--- config.mk ---
export PLATFORM = sky130hd
export DESIGN_NAME = holdline_flat
export DESIGN_NICKNAME = d
export VERILOG_FILES = /design/src/rtl/holdline_pkg.sv /design/src/rtl/holdline_if.sv /design/src/rtl/holdline_sat_counter.sv /design/src/rtl/holdline.sv /design/src/flat_wrapper.sv
export SDC_FILE = /design/constraint.sdc
export NUM_CORES = 1
export LEC_CHECK = 0
export CAP_MARGIN = 5
export CELL_PAD_IN_SITES_DETAIL_PLACEMENT = 0
export CELL_PAD_IN_SITES_GLOBAL_PLACEMENT = 1
export CORE_MARGIN = 2
export CORE_UTILIZATION = 42
export DETAILED_ROUTE_END_ITERATION = 10
export GPL_ROUTABILITY_DRIVEN = 0
export PLACE_DENSITY = 0.84
export SLEW_MARGIN = 20
export SYNTH_ARGS = -nofsm -noshare
export SYNTH_HDL_FRONTEND = slang
export SYNTH_SLANG_ARGS = --single-unit
--- constraint.sdc ---
create_clock -name clk -period 5.6 [get_ports clk]
set_clock_uncertainty 0.2 [all_clocks]
set_input_delay 0.84 -clock clk [delete_from_list [all_inputs] [get_ports clk]]
set_output_delay 0.84 -clock clk [all_outputs]
set_load 0.01 [all_outputs]
--- src/rtl/holdline_pkg.sv ---
// Shared definitions for the holdline off-delay element: state encodings and
// small decode helpers used by the FSM and its status outputs.
package holdline_pkg;

    localparam int HL_STATE_W = 2;

    localparam logic [HL_STATE_W-1:0] HL_IDLE = 2'd0;
    localparam logic [HL_STATE_W-1:0] HL_ON   = 2'd1;
    localparam logic [HL_STATE_W-1:0] HL_HOLD = 2'd2;

    // Everything except IDLE counts as busy, including the unreachable
    // encoding, so a corrupted state is visible on the status output.
    function automatic logic hl_busy(input logic [HL_STATE_W-1:0] s);
        return (s != HL_IDLE);
    endfunction

    function automatic logic hl_in_hold(input logic [HL_STATE_W-1:0] s);
        return (s == HL_HOLD);
    endfunction

endpackage

--- src/rtl/holdline_if.sv ---
// Control/status bundle of the holdline element. The slave side is the
// stretcher itself; the master side drives the level and reads status.
interface holdline_if #(
    parameter int HOLD_WIDTH = 9,
    parameter int CNT_WIDTH  = 16
);
    logic                  in;
    logic [HOLD_WIDTH-1:0] hold;
    logic                  clr;
    logic                  out;
    logic                  busy;
    logic [HOLD_WIDTH-1:0] remain;
    logic [CNT_WIDTH-1:0]  pulses;
    logic [CNT_WIDTH-1:0]  retrig;

    modport master (
        output in, hold, clr,
        input  out, busy, remain, pulses, retrig
    );

    modport slave (
        input  in, hold, clr,
        output out, busy, remain, pulses, retrig
    );
endinterface

--- src/rtl/holdline_sat_counter.sv ---
// Saturating up-counter with synchronous clear; clear wins over a same-cycle
// increment. Reusable status/debug counter.
module sat_counter #(
    parameter int WIDTH = 16
) (
    input  logic             clk,
    input  logic             reset_,
    input  logic             inc,
    input  logic             clr,
    output logic [WIDTH-1:0] q
);

    logic [WIDTH-1:0] q_q;
    logic [WIDTH-1:0] q_d;

    always_comb begin
        q_d = q_q;
        if (clr) begin
            q_d = '0;
        end else if (inc && !(&q_q)) begin
            q_d = q_q + {{(WIDTH-1){1'b0}}, 1'b1};
        end
    end

    always_ff @(posedge clk or negedge reset_) begin
        if (!reset_) begin
            q_q <= '0;
        end else begin
            q_q <= q_d;
        end
    end

    assign q = q_q;

endmodule

--- src/rtl/holdline.sv ---
// Programmable off-delay (pulse stretch): output rises one cycle after the
// input and falls 'hold' cycles after it drops, unless re-asserted meanwhile.
module holdline #(
    parameter int HOLD_WIDTH = 9,
    parameter int CNT_WIDTH  = 16
) (
    input  logic       clk,
    input  logic       reset_,
    holdline_if.slave  bus
);
    import holdline_pkg::*;

    localparam logic [HOLD_WIDTH-1:0] HOLD_ONE = {{(HOLD_WIDTH-1){1'b0}}, 1'b1};

    logic [HL_STATE_W-1:0] state_q;
    logic [HL_STATE_W-1:0] state_d;
    logic [HOLD_WIDTH-1:0] cnt_q;
    logic [HOLD_WIDTH-1:0] cnt_d;
    logic                  out_q;
    logic                  out_d;
    logic                  pulse_inc;
    logic                  retrig_inc;

    always_comb begin
        state_d    = state_q;
        cnt_d      = cnt_q;
        out_d      = out_q;
        pulse_inc  = 1'b0;
        retrig_inc = 1'b0;

        case (state_q)
            HL_IDLE: begin
                out_d = 1'b0;
                cnt_d = '0;
                if (bus.in) begin
                    state_d   = HL_ON;
                    out_d     = 1'b1;
                    pulse_inc = 1'b1;
                end
            end

            HL_ON: begin
                out_d = 1'b1;
                if (!bus.in) begin
                    // hold is latched here only; later changes do not
                    // affect the fall that is already being timed.
                    if (bus.hold == '0) begin
                        state_d = HL_IDLE;
                        out_d   = 1'b0;
                    end else begin
                        state_d = HL_HOLD;
                        cnt_d   = bus.hold - HOLD_ONE;
                    end
                end
            end

            HL_HOLD: begin
                out_d = 1'b1;
                if (bus.in) begin
                    state_d    = HL_ON;
                    cnt_d      = '0;
                    retrig_inc = 1'b1;
                end else if (cnt_q == '0) begin
                    state_d = HL_IDLE;
                    out_d   = 1'b0;
                end else begin
                    cnt_d = cnt_q - HOLD_ONE;
                end
            end

            default: begin
                state_d = HL_IDLE;
                out_d   = 1'b0;
                cnt_d   = '0;
            end
        endcase
    end

    always_ff @(posedge clk or negedge reset_) begin
        if (!reset_) begin
            state_q <= HL_IDLE;
            cnt_q   <= '0;
            out_q   <= 1'b0;
        end else begin
            state_q <= state_d;
            cnt_q   <= cnt_d;
            out_q   <= out_d;
        end
    end

    // Status outputs decode registers only, never the live input.
    assign bus.out    = out_q;
    assign bus.busy   = hl_busy(state_q);
    assign bus.remain = hl_in_hold(state_q) ? cnt_q : '0;

    sat_counter #(
        .WIDTH (CNT_WIDTH)
    ) u_pulses (
        .clk    (clk),
        .reset_ (reset_),
        .inc    (pulse_inc),
        .clr    (bus.clr),
        .q      (bus.pulses)
    );

    sat_counter #(
        .WIDTH (CNT_WIDTH)
    ) u_retrig (
        .clk    (clk),
        .reset_ (reset_),
        .inc    (retrig_inc),
        .clr    (bus.clr),
        .q      (bus.retrig)
    );

endmodule
--- src/flat_wrapper.sv ---
// flat-port wrapper written by rule: the top's interface ports become plain ports
module holdline_flat import holdline_pkg::*;
#(
    parameter int HOLD_WIDTH = 9,
    parameter int CNT_WIDTH  = 16
)
  (clk, reset_, bus_in, bus_hold, bus_clr, bus_out, bus_busy, bus_remain, bus_pulses, bus_retrig);
  holdline_if #(.HOLD_WIDTH(HOLD_WIDTH), .CNT_WIDTH(CNT_WIDTH)) bus_i ();
  input  logic clk;
  input  logic reset_;
  input wire logic [$bits(bus_i.in)-1:0] bus_in;
  input wire logic [$bits(bus_i.hold)-1:0] bus_hold;
  input wire logic [$bits(bus_i.clr)-1:0] bus_clr;
  output wire logic [$bits(bus_i.out)-1:0] bus_out;
  output wire logic [$bits(bus_i.busy)-1:0] bus_busy;
  output wire logic [$bits(bus_i.remain)-1:0] bus_remain;
  output wire logic [$bits(bus_i.pulses)-1:0] bus_pulses;
  output wire logic [$bits(bus_i.retrig)-1:0] bus_retrig;
  assign bus_i.in = bus_in;
  assign bus_i.hold = bus_hold;
  assign bus_i.clr = bus_clr;
  assign bus_out = bus_i.out;
  assign bus_busy = bus_i.busy;
  assign bus_remain = bus_i.remain;
  assign bus_pulses = bus_i.pulses;
  assign bus_retrig = bus_i.retrig;
  holdline #(.HOLD_WIDTH(HOLD_WIDTH), .CNT_WIDTH(CNT_WIDTH)) u_core (.clk(clk), .reset_(reset_), .bus(bus_i));
endmodule
==> results_dict.tcl, run 1 <==
set metrics [dict create \
    status "finished clean" \
    required_ns 4.56 \
    crit_slowest_cell "clkdlybuf4s50_1" \
    ant_nets 0 \
    cp-end-kind "output pin" \
    cap_violations 0 \
    synth.area.top_cells "dfrtp_1 (40%), xnor2_1 (6.4%), nor2_1 (5.5%), ha_1 (3.7%), nand2_1 (3.4%)" \
    syn-num-nets 327 \
    cpPeakStageDelay_ns 0.54 \
    worstPathArrival_ns 2.07 \
    synth_top_family_by_area "simple AND/OR/NAND/NOR gates" \
    synth_edf_count 0 \
    rows 29 \
    yosys.cell_count.top_type "dfrtp_1" \
    tritoncts "built" \
    yosysTopAreaCell "dfrtp_1" \
    crit_start "u_core.state_q[0]$_DFFE_PN0P_" \
    antenna_found_initial 0 \
    cp_max_fo 18 \
    grt_pass1_vias 2355 \
    highest_layer "met4" \
    final_nets 380 \
    synth-simple-area-share_pct 30.1 \
    numCtsBuffers 5 \
    layout-drive-gt1-share_pct 5.00 \
    setup_ws_ns 2.49 \
    cts_root_buf "clkbuf_8" \
    synth_xor_xnor_area_share_pct 9.66 \
    synthCells 306 \
    cts.sinks 44 \
    hold_path_class "flop to flop" \
    port-buffer-count 55 \
    ys_seq_area_share_pct 40.5 \
    syn-cell-area_um2 2720 \
    setup_viol 0 \
    worst-path-stages 4 \
    overflow 0 \
    remaining_drc_errors 0 \
    clk_pin_slew_ns 0.08 \
    place_inst 429 \
    cts_resized 0 \
    initial_core_util_pct 43.1 \
    syn_area_per_cell_um2 8.89 \
    ys_types 49 \
    crit_type "flop to output pin" \
    placed_cell_area_um2 3330 \
    ys_warn_count 0 \
    dr.pass1.iters 4 \
    finalMaxSlewViolations 0 \
    synth_common_cells "dfrtp_1 (44), nor2_1 (40), nand2_1 (25)" \
    m1WireLength_um 2860 \
    grt_max_degree 45 \
    dieArea_um2 7140 \
    grt_first_pass_wirelength_um 11000 \
    fin_crit_sh_pct 55.5 \
    hold_buffers 0 \
    dp_slack_ns 2.57 \
    place_hpwl_um 4580 \
    reg2reg_depth 7 \
    fillers 597 \
    ys_seq_elements 44 \
    ir_drop_v 0.000124 \
    instances_no_fill 437 \
    max_slew_margin_pct 62.3 \
    die_w_um 84.5 \
    cp_cell_sequence "inv_1 > ha_1 > and2_1 > clkdlybuf4s50_1" \
    wirelength_um 6280 \
    multi_input_area_um2 1530 \
    rrSetupSlack_ns 3.07 \
    synthMuxAreaShare_pct 0.736 \
    wl_met2_um 3100 \
    track_usage_pct 18.5 \
    tns_ns 0 \
    die_y_um 84.5 \
    viasPerCell 5.60 \
    htree_levels 2 \
    r2r_start "u_core.state_q[0]$_DFFE_PN0P_" \
    crit_end "bus_remain[8]" \
    worst_pin_slew_ns 0.565 \
    worst_setup_path_start_kind "flop" \
    power_density_nw_per_um2 304 \
    leakage_nw 1.35 \
    seq_area_um2 1100 \
    async_flop_share_pct 100 \
    crit_buf_inv 2 \
    drt_iter0_markers 192 \
    vias 2446 \
    fin_util_pct 54.2 \
    wl_met3_um 251 \
    synthFlopType "dfrtp_1" \
    critical_path.top_delay_family "buffers and inverters" \
    hold_violations 0 \
    final.min_clock_period_ns 3.11 \
    fmax_ghz 0.322 \
    io_pins 56 \
    rr_endpoint "u_core.cnt_q[3]$_DFFE_PN0P_" \
    syn2layout_area_growth_pct 25.9 \
    design_area_um2 3420 \
    rsz0062_at_grt "no" \
    yosysTopAreaCellShare_pct 40.5 \
    clock_path_buffers 2 \
    clock_latency_ns 0.30 \
    core_area_um2 6310 \
    synth_fa_ha_area_share_pct 3.68 \
    post_drt_wl_per_cell_um 14.4 \
    post_cts_buffers 0 \
    synth-compound-area-share_pct 12.0 \
    n_antenna_cell 0 \
]
[worst min path at each step]
| stage | start | end | slack, ns | cells after the start |
|---|---|---|---|---|
| global route | reset_ | u_core.u_pulses.q[8]$_DFFE_PN0P_ | 0.38 | 1 |
| floorplan | u_core.cnt_q[8]$_DFFE_PN0P_ | u_core.cnt_q[8]$_DFFE_PN0P_ | 0.27 | 1 |
| finish | u_core.cnt_q[1]$_DFFE_PN0P_ | u_core.cnt_q[1]$_DFFE_PN0P_ | 0.32 | 2 |
| CTS | u_core.cnt_q[1]$_DFFE_PN0P_ | u_core.cnt_q[1]$_DFFE_PN0P_ | 0.33 | 2 |
| detailed placement | u_core.cnt_q[1]$_DFFE_PN0P_ | u_core.cnt_q[1]$_DFFE_PN0P_ | 0.31 | 2 |
| global placement | u_core.cnt_q[8]$_DFFE_PN0P_ | u_core.cnt_q[8]$_DFFE_PN0P_ | 0.31 | 1 |
[routing by layer]
layer  global-route usage (%)  vias up
met5                        0        -
met1                     23.2     1187
li1                         -     1192
met4                     5.48        0
met2                     32.8       61
met3                     2.95        6
[cell usage in the layout, fill, tap and decap left out, types with 3 or more instances in the layout]
cell,n
clkdlybuf4s50_1,54
dfrtp_1,44
nor2_1,40
nand2_1,25
xnor2_1,20
nand3_1,17
o21ai_0,16
inv_1,14
and2_1,11
a21oi_1,11
nor3_1,11
xor2_1,10
ha_1,8
clkbuf_8,6
nand4_1,5
nor4_2,4
nor4_1,4
and4_1,4
nor4b_1,3
nor2b_1,3
o211ai_1,3
and3_1,3
a211oi_1,3
a31oi_1,3
a22oi_1,3
o22ai_1,3
[report_power, final]
| part | total, mW | internal (mW) | switching, mW |
|---|---|---|---|
| sequential | 0.406 | 0.357 | 0.0486 |
| combinational | 0.426 | 0.177 | 0.249 |
| clock | 0.209 | 0.101 | 0.108 |
| total | 1.04 | 0.635 | 0.406 |
[flip-flops by register name, summed over array words and instances, names as in the netlist]
name               flops
u_core.u_retrig.q     16
u_core.cnt_q           9
u_core.state_q         2
u_core.u_pulses.q     16
u_core.bus.out         1
[worst min-delay path: stages, from the launching register on]
cell and delay, ns:
dfrtp_1 0.38, nand2_1 0.05, o21ai_0 0.06
[logic make-up (layout without fill, tap and decap cells)]
logic type,Yosys count,count (layout)
simple gates,145,145
flops,44,44
buf+inv,24,78
compound gates,53,53
xor+xnor,30,30
fa+ha+maj,8,8
mux,2,2
[per-stage QoR]
stage	hold WS, ns	power, mW
4_1_cts	0.330	1.05
3_5_place_dp	0.313	0.838
3_3_place_gp	0.315	0.836
5_1_grt	0.375	1.12
2_1_floorplan	0.271	0.691
6_report	0.321	1.04
[cell type report]
cell class | instances | area share [%]
well taps | 77 | 2.81
flip-flops and latches | 44 | 32.2
repair buffers | 56 | 16.2
clock buffers | 8 | 2.63
multi-input cells | 238 | 44.6
inverters | 14 | 1.54
Power figures use the tool's default switching activity.
==> inputs of run 2 (changes only) <==
--- a/config.mk
+++ b/config.mk
@@ -9,10 +9,10 @@
 export CELL_PAD_IN_SITES_DETAIL_PLACEMENT = 0
 export CELL_PAD_IN_SITES_GLOBAL_PLACEMENT = 1
 export CORE_MARGIN = 2
-export CORE_UTILIZATION = 42
+export CORE_UTILIZATION = 39
 export DETAILED_ROUTE_END_ITERATION = 10
 export GPL_ROUTABILITY_DRIVEN = 0
-export PLACE_DENSITY = 0.84
+export PLACE_DENSITY = 0.79
 export SLEW_MARGIN = 20
 export SYNTH_ARGS = -nofsm -noshare
 export SYNTH_HDL_FRONTEND = slang
==> constraint.sdc (replaced) <==
create_clock -name clk -period 2.9 [get_ports clk]
set_clock_uncertainty 0.2 [all_clocks]
set_input_delay 0.435 -clock clk [delete_from_list [all_inputs] [get_ports clk]]
set_output_delay 0.435 -clock clk [all_outputs]
set_load 0.01 [all_outputs]
==> run 2 against run 1 <==
- non-clock buffer count is 5 higher
- total power is 100% higher
- sequential share of layout area is 0.54 points lower
- register-to-register slack worse by 2.6 ns
- global-route usage is 0.14 points higher
- flip-flop and latch count stayed put
- die area is 7.3% higher
- first-iteration DRC count is 19% lower
- critical endpoint is now bus_remain[1]
- highest routed layer unchanged
==> results_dict.tcl, run 2 (synthesis results as in run 1) <==
set metrics [dict create \
    layout-drive-gt1-share_pct 6.30 \
    layout_commonest_cell "clkdlybuf4s50_1" \
    rrSetupSlack_ns 0.47 \
    placed_cell_area_um2 3360 \
    rr_endpoint "u_core.u_retrig.q[15]$_DFFE_PN0P_" \
    m1WireLength_um 3210 \
    cap_violations 0 \
    worst_pin_slew_ns 0.528 \
    cpPeakStageDelay_ns 0.53 \
    clock_latency_ns 0.30 \
    viasPerCell 5.47 \
    crit_start "u_core.state_q[0]$_DFFE_PN0P_" \
    status "finished clean" \
    drt_iter0_markers 155 \
    overflow 0 \
    design_area_um2 3480 \
    leakage_nw 1.38 \
    post_cts_buffers 0 \
    hold_path_class "flop to flop" \
    n_antenna_cell 0 \
    grt_max_degree 27 \
    cp_max_fo 17 \
    tns_ns 0 \
    grt_pass1_vias 2454 \
    rows 30 \
    fin_crit_sh_pct 92.9 \
    clock_path_buffers 2 \
    crit_end "bus_remain[1]" \
    power_density_nw_per_um2 600 \
    io_pins 56 \
    worstPathArrival_ns 2.06 \
    core_area_um2 6760 \
    finalMaxSlewViolations 0 \
    wirelength_um 6770 \
    post_drt_wl_per_cell_um 15.2 \
    initial_core_util_pct 40.3 \
    remaining_drc_errors 0 \
    reg2reg_depth 7 \
    final_cell_mix "clkdlybuf4s50_1 (54), dfrtp_1 (44), nor2_1 (40), nand2_1 (25), xnor2_1 (20)" \
    place_hpwl_um 4960 \
    rsz0062_at_grt "no" \
    highest_layer "met4" \
    cp-end-kind "output pin" \
    instances_no_fill 445 \
    cts_root_buf "clkbuf_8" \
    required_ns 2.27 \
    dr.pass1.iters 4 \
    cp_cell_sequence "inv_1 > ha_1 > and2_1 > clkdlybuf4s50_1" \
    tritoncts "built" \
    htree_levels 2 \
    final_nets 385 \
    wl_met3_um 295 \
    cts_resized 0 \
    hold_buffers 1 \
    critical_path.top_delay_family "buffers and inverters" \
    worst-path-stages 4 \
    wl_met2_um 3200 \
    grt_first_pass_wirelength_um 11500 \
    final.min_clock_period_ns 2.69 \
    crit_buf_inv 2 \
    worst_setup_path_start_kind "flop" \
    r2r_start "u_core.state_q[0]$_DFFE_PN0P_" \
    fillers 636 \
    numCtsBuffers 5 \
    ir_drop_v 0.000308 \
    die_y_um 87.5 \
    antenna_found_initial 0 \
    clk_pin_slew_ns 0.08 \
    dieArea_um2 7660 \
    track_usage_pct 18.6 \
    cts.sinks 44 \
    ant_nets 0 \
    crit_type "flop to output pin" \
    max_slew_margin_pct 64.8 \
    syn2layout_area_growth_pct 28.0 \
    die_w_um 87.5 \
    vias 2436 \
    fmax_ghz 0.371 \
    hold_violations 0 \
    place_inst 436 \
    crit_slowest_cell "clkdlybuf4s50_1" \
    setup_viol 0 \
    port-buffer-count 55 \
]
==> run 2: how the worst min path moves through the flow <==
stage	startpoint	endpoint	slack (ns)	depth (start not counted)
floorplan	reset_	u_core.bus.out$_DFF_PN0_	-0.06	0
detailed placement	reset_	u_core.bus.out$_DFF_PN0_	0.22	1
global route	u_core.cnt_q[8]$_DFFE_PN0P_	u_core.cnt_q[8]$_DFFE_PN0P_	0.36	1
global placement	reset_	u_core.bus.out$_DFF_PN0_	0.21	1
finish	u_core.cnt_q[8]$_DFFE_PN0P_	u_core.cnt_q[8]$_DFFE_PN0P_	0.33	1
CTS	u_core.cnt_q[8]$_DFFE_PN0P_	u_core.cnt_q[8]$_DFFE_PN0P_	0.33	1
==> run 2: layout make-up <==
type	count	area (um2)	area share, %
multi-input combinational	238	1530	43.9
sequential	44	1100	31.6
timing repair buffer	61	593	17.0
tap	80	100	2.87
clock buffer	6	72.6	2.08
inverter	14	52.6	1.51
clock inverter	2	35.0	1.01
==> run 2: worst register-to-register path: stages (launching register included) <==
cell     delay (ns)
dfrtp_1        0.43
inv_1          0.10
ha_1           0.49
nand3_1        0.25
nor4_2         0.33
nor4b_2        0.31
xnor2_1        0.16
nor2_1         0.06
==> run 2: stage by stage <==
step	util [%]	worst slack (ns)	hold WS [ns]	power (mW)
6_report	51.5	0.205	0.330	2.09
4_1_cts	51.5	0.174	0.328	2.11
5_1_grt	51.5	0.0601	0.360	2.24
3_5_place_dp	49.8	0.241	0.218	1.62
2_1_floorplan	-	0.890	-0.0606	1.33
3_3_place_gp	49.8	0.298	0.207	1.62
==> run 2: where the power goes <==
group,internal [mW],switching [mW]
sequential,0.690,0.0977
combinational,0.353,0.476
clock,0.256,0.216
total,1.30,0.790
==> run 2: layer usage <==
metal,vias up,track usage (%)
met5,-,0
met4,0,4.62
met3,7,3.32
met2,64,30.1
met1,1165,25.9
li1,1200,-
==> inputs of run 3 (changes only) <==
--- a/config.mk
+++ b/config.mk
@@ -8,11 +8,11 @@
 export CAP_MARGIN = 5
 export CELL_PAD_IN_SITES_DETAIL_PLACEMENT = 0
 export CELL_PAD_IN_SITES_GLOBAL_PLACEMENT = 1
-export CORE_MARGIN = 2
+export CORE_MARGIN = 4
 export CORE_UTILIZATION = 39
 export DETAILED_ROUTE_END_ITERATION = 10
 export GPL_ROUTABILITY_DRIVEN = 0
-export PLACE_DENSITY = 0.79
+export PLACE_DENSITY_LB_ADDON = 0.1
 export SLEW_MARGIN = 20
 export SYNTH_ARGS = -nofsm -noshare
 export SYNTH_HDL_FRONTEND = slang
==> run 3 against run 2 <==
- non-clock buffer count up 1
- via count decreased by 1.3%
- die area is 9.4% higher
- total power decreased by 2.8%
- worst setup slack better by 0.097 ns
- maximum frequency grew 3.7%
- critical path depth increased by 1
- design area grew 0.43%
- clock-buffer cell count stayed put
- register-to-register slack improved by 0.17 ns
- largest cell class unchanged
==> results_dict.tcl, run 3 (synthesis results as in run 1) <==
set metrics [dict create \
    dr.pass1.iters 4 \
    clock_path_buffers 2 \
    remaining_drc_errors 0 \
    io_pins 56 \
    rr_endpoint "u_core.u_retrig.q[7]$_DFFE_PN0P_" \
    antenna_found_initial 0 \
    final_nets 386 \
    htree_levels 2 \
    multi_input_area_um2 1530 \
    required_ns 2.27 \
    viasPerCell 5.20 \
    crit_type "flop to output pin" \
    r2r_start "u_core.u_retrig.q[0]$_DFFE_PN0P_" \
    crit_end "bus_remain[5]" \
    grt_pass1_vias 2240 \
    post_cts_buffers 0 \
    setup_ws_ns 0.302 \
    placed_cell_area_um2 3400 \
    syn2layout_area_growth_pct 28.6 \
    hold_path_class "primary input to asynchronous set/reset pin" \
    core_area_um2 6790 \
    power.total_mw 2.03 \
    layout-drive-gt1-share_pct 7.10 \
    clk_pin_slew_ns 0.09 \
    power_density_nw_per_um2 581 \
    instances_no_fill 462 \
    fmax_ghz 0.385 \
    cpPeakStageDelay_ns 0.55 \
    ir_drop_v 0.000370 \
    design_area_um2 3500 \
    grt_max_degree 45 \
    cts.sinks 44 \
    final.min_clock_period_ns 2.60 \
    vias 2404 \
    crit_slowest_cell "clkdlybuf4s50_1" \
    die_y_um 91.5 \
    track_usage_pct 16.0 \
    cap_violations 0 \
    worstPathArrival_ns 1.96 \
    cp-end-kind "output pin" \
    initial_core_util_pct 40.0 \
    dp_slack_ns 0.273 \
    numCtsBuffers 5 \
    wirelength_um 6510 \
    post_drt_wl_per_cell_um 14.1 \
    worst_pin_slew_ns 0.574 \
    drt_iter0_markers 134 \
    reg2reg_depth 6 \
    rsz0062_at_grt "no" \
    fin_hold_ws_ns 0.00224 \
    cts_resized 0 \
    rrSetupSlack_ns 0.64 \
    finalMaxSlewViolations 0 \
    n_antenna_cell 0 \
    place_inst 454 \
    final_cell_mix "clkdlybuf4s50_1 (54), dfrtp_1 (44), nor2_1 (40), nand2_1 (25), xnor2_1 (20)" \
    rows 30 \
    leakage_nw 1.38 \
    port-buffer-count 55 \
    cp_cell_sequence "inv_1 > ha_1 > buf_4 > and2_1 > clkdlybuf4s50_1" \
    fin_util_pct 51.5 \
    tns_ns 0 \
    hold_buffers 0 \
    die_w_um 91.5 \
    status "finished clean" \
    setup_viol 0 \
    tritoncts "built" \
    max_slew_margin_pct 61.7 \
    overflow 0 \
    hold_violations 0 \
    grt_first_pass_wirelength_um 11100 \
    fin_crit_sh_pct 89.6 \
    dieArea_um2 8380 \
    crit_start "u_core.state_q[0]$_DFFE_PN0P_" \
    seq_area_um2 1100 \
    cts_root_buf "clkbuf_8" \
    cp_max_fo 15 \
    place_hpwl_um 4800 \
    worst_setup_path_start_kind "flop" \
    clock_latency_ns 0.30 \
    fillers 659 \
    ant_nets 0 \
    layout_commonest_cell "clkdlybuf4s50_1" \
]
[run 3: cell type report]
class / count / share of cell area, %
multi-input combinational: 238 / 43.7
sequential: 44 / 31.5
timing repair buffer: 62 / 17.1
tap: 96 / 3.43
clock buffer: 6 / 2.36
inverter: 14 / 1.50
clock inverter: 2 / 0.429
[run 3: power by group]
part | total [mW] | internal (mW) | switching (mW)
Clock | 0.415 | 0.193 | 0.222
Sequential | 0.788 | 0.690 | 0.0978
Combinational | 0.827 | 0.358 | 0.469
[run 3: how the worst min path moves through the flow]
stage | start | to | slack (ns) | cells after the start
detailed placement | u_core.cnt_q[8]$_DFFE_PN0P_ | u_core.cnt_q[8]$_DFFE_PN0P_ | 0.30 | 1
global route | reset_ | u_core.u_pulses.q[6]$_DFFE_PN0P_ | 0.06 | 2
floorplan | reset_ | u_core.bus.out$_DFF_PN0_ | -0.06 | 0
CTS | reset_ | u_core.u_pulses.q[8]$_DFFE_PN0P_ | 0.03 | 2
finish | reset_ | u_core.u_pulses.q[6]$_DFFE_PN0P_ | 0.002 | 2
global placement | u_core.cnt_q[8]$_DFFE_PN0P_ | u_core.cnt_q[8]$_DFFE_PN0P_ | 0.31 | 1
[run 3: critical path: cells and delay by family (launching register included)]
kind,cells,cell delay (ns)
buffers and inverters,3,0.86
flip-flops,1,0.43
adder cells (fa/ha/maj),1,0.22
AND/OR/NAND/NOR,1,0.16
[run 3: routing by layer]
metal	wire length (um)	share of wire, %	track usage, %
met4	62	0.95	4.15
met1	3220	49	22.7
met3	244	3.8	3.07
met2	2980	46	24.9
met5	0	0	0
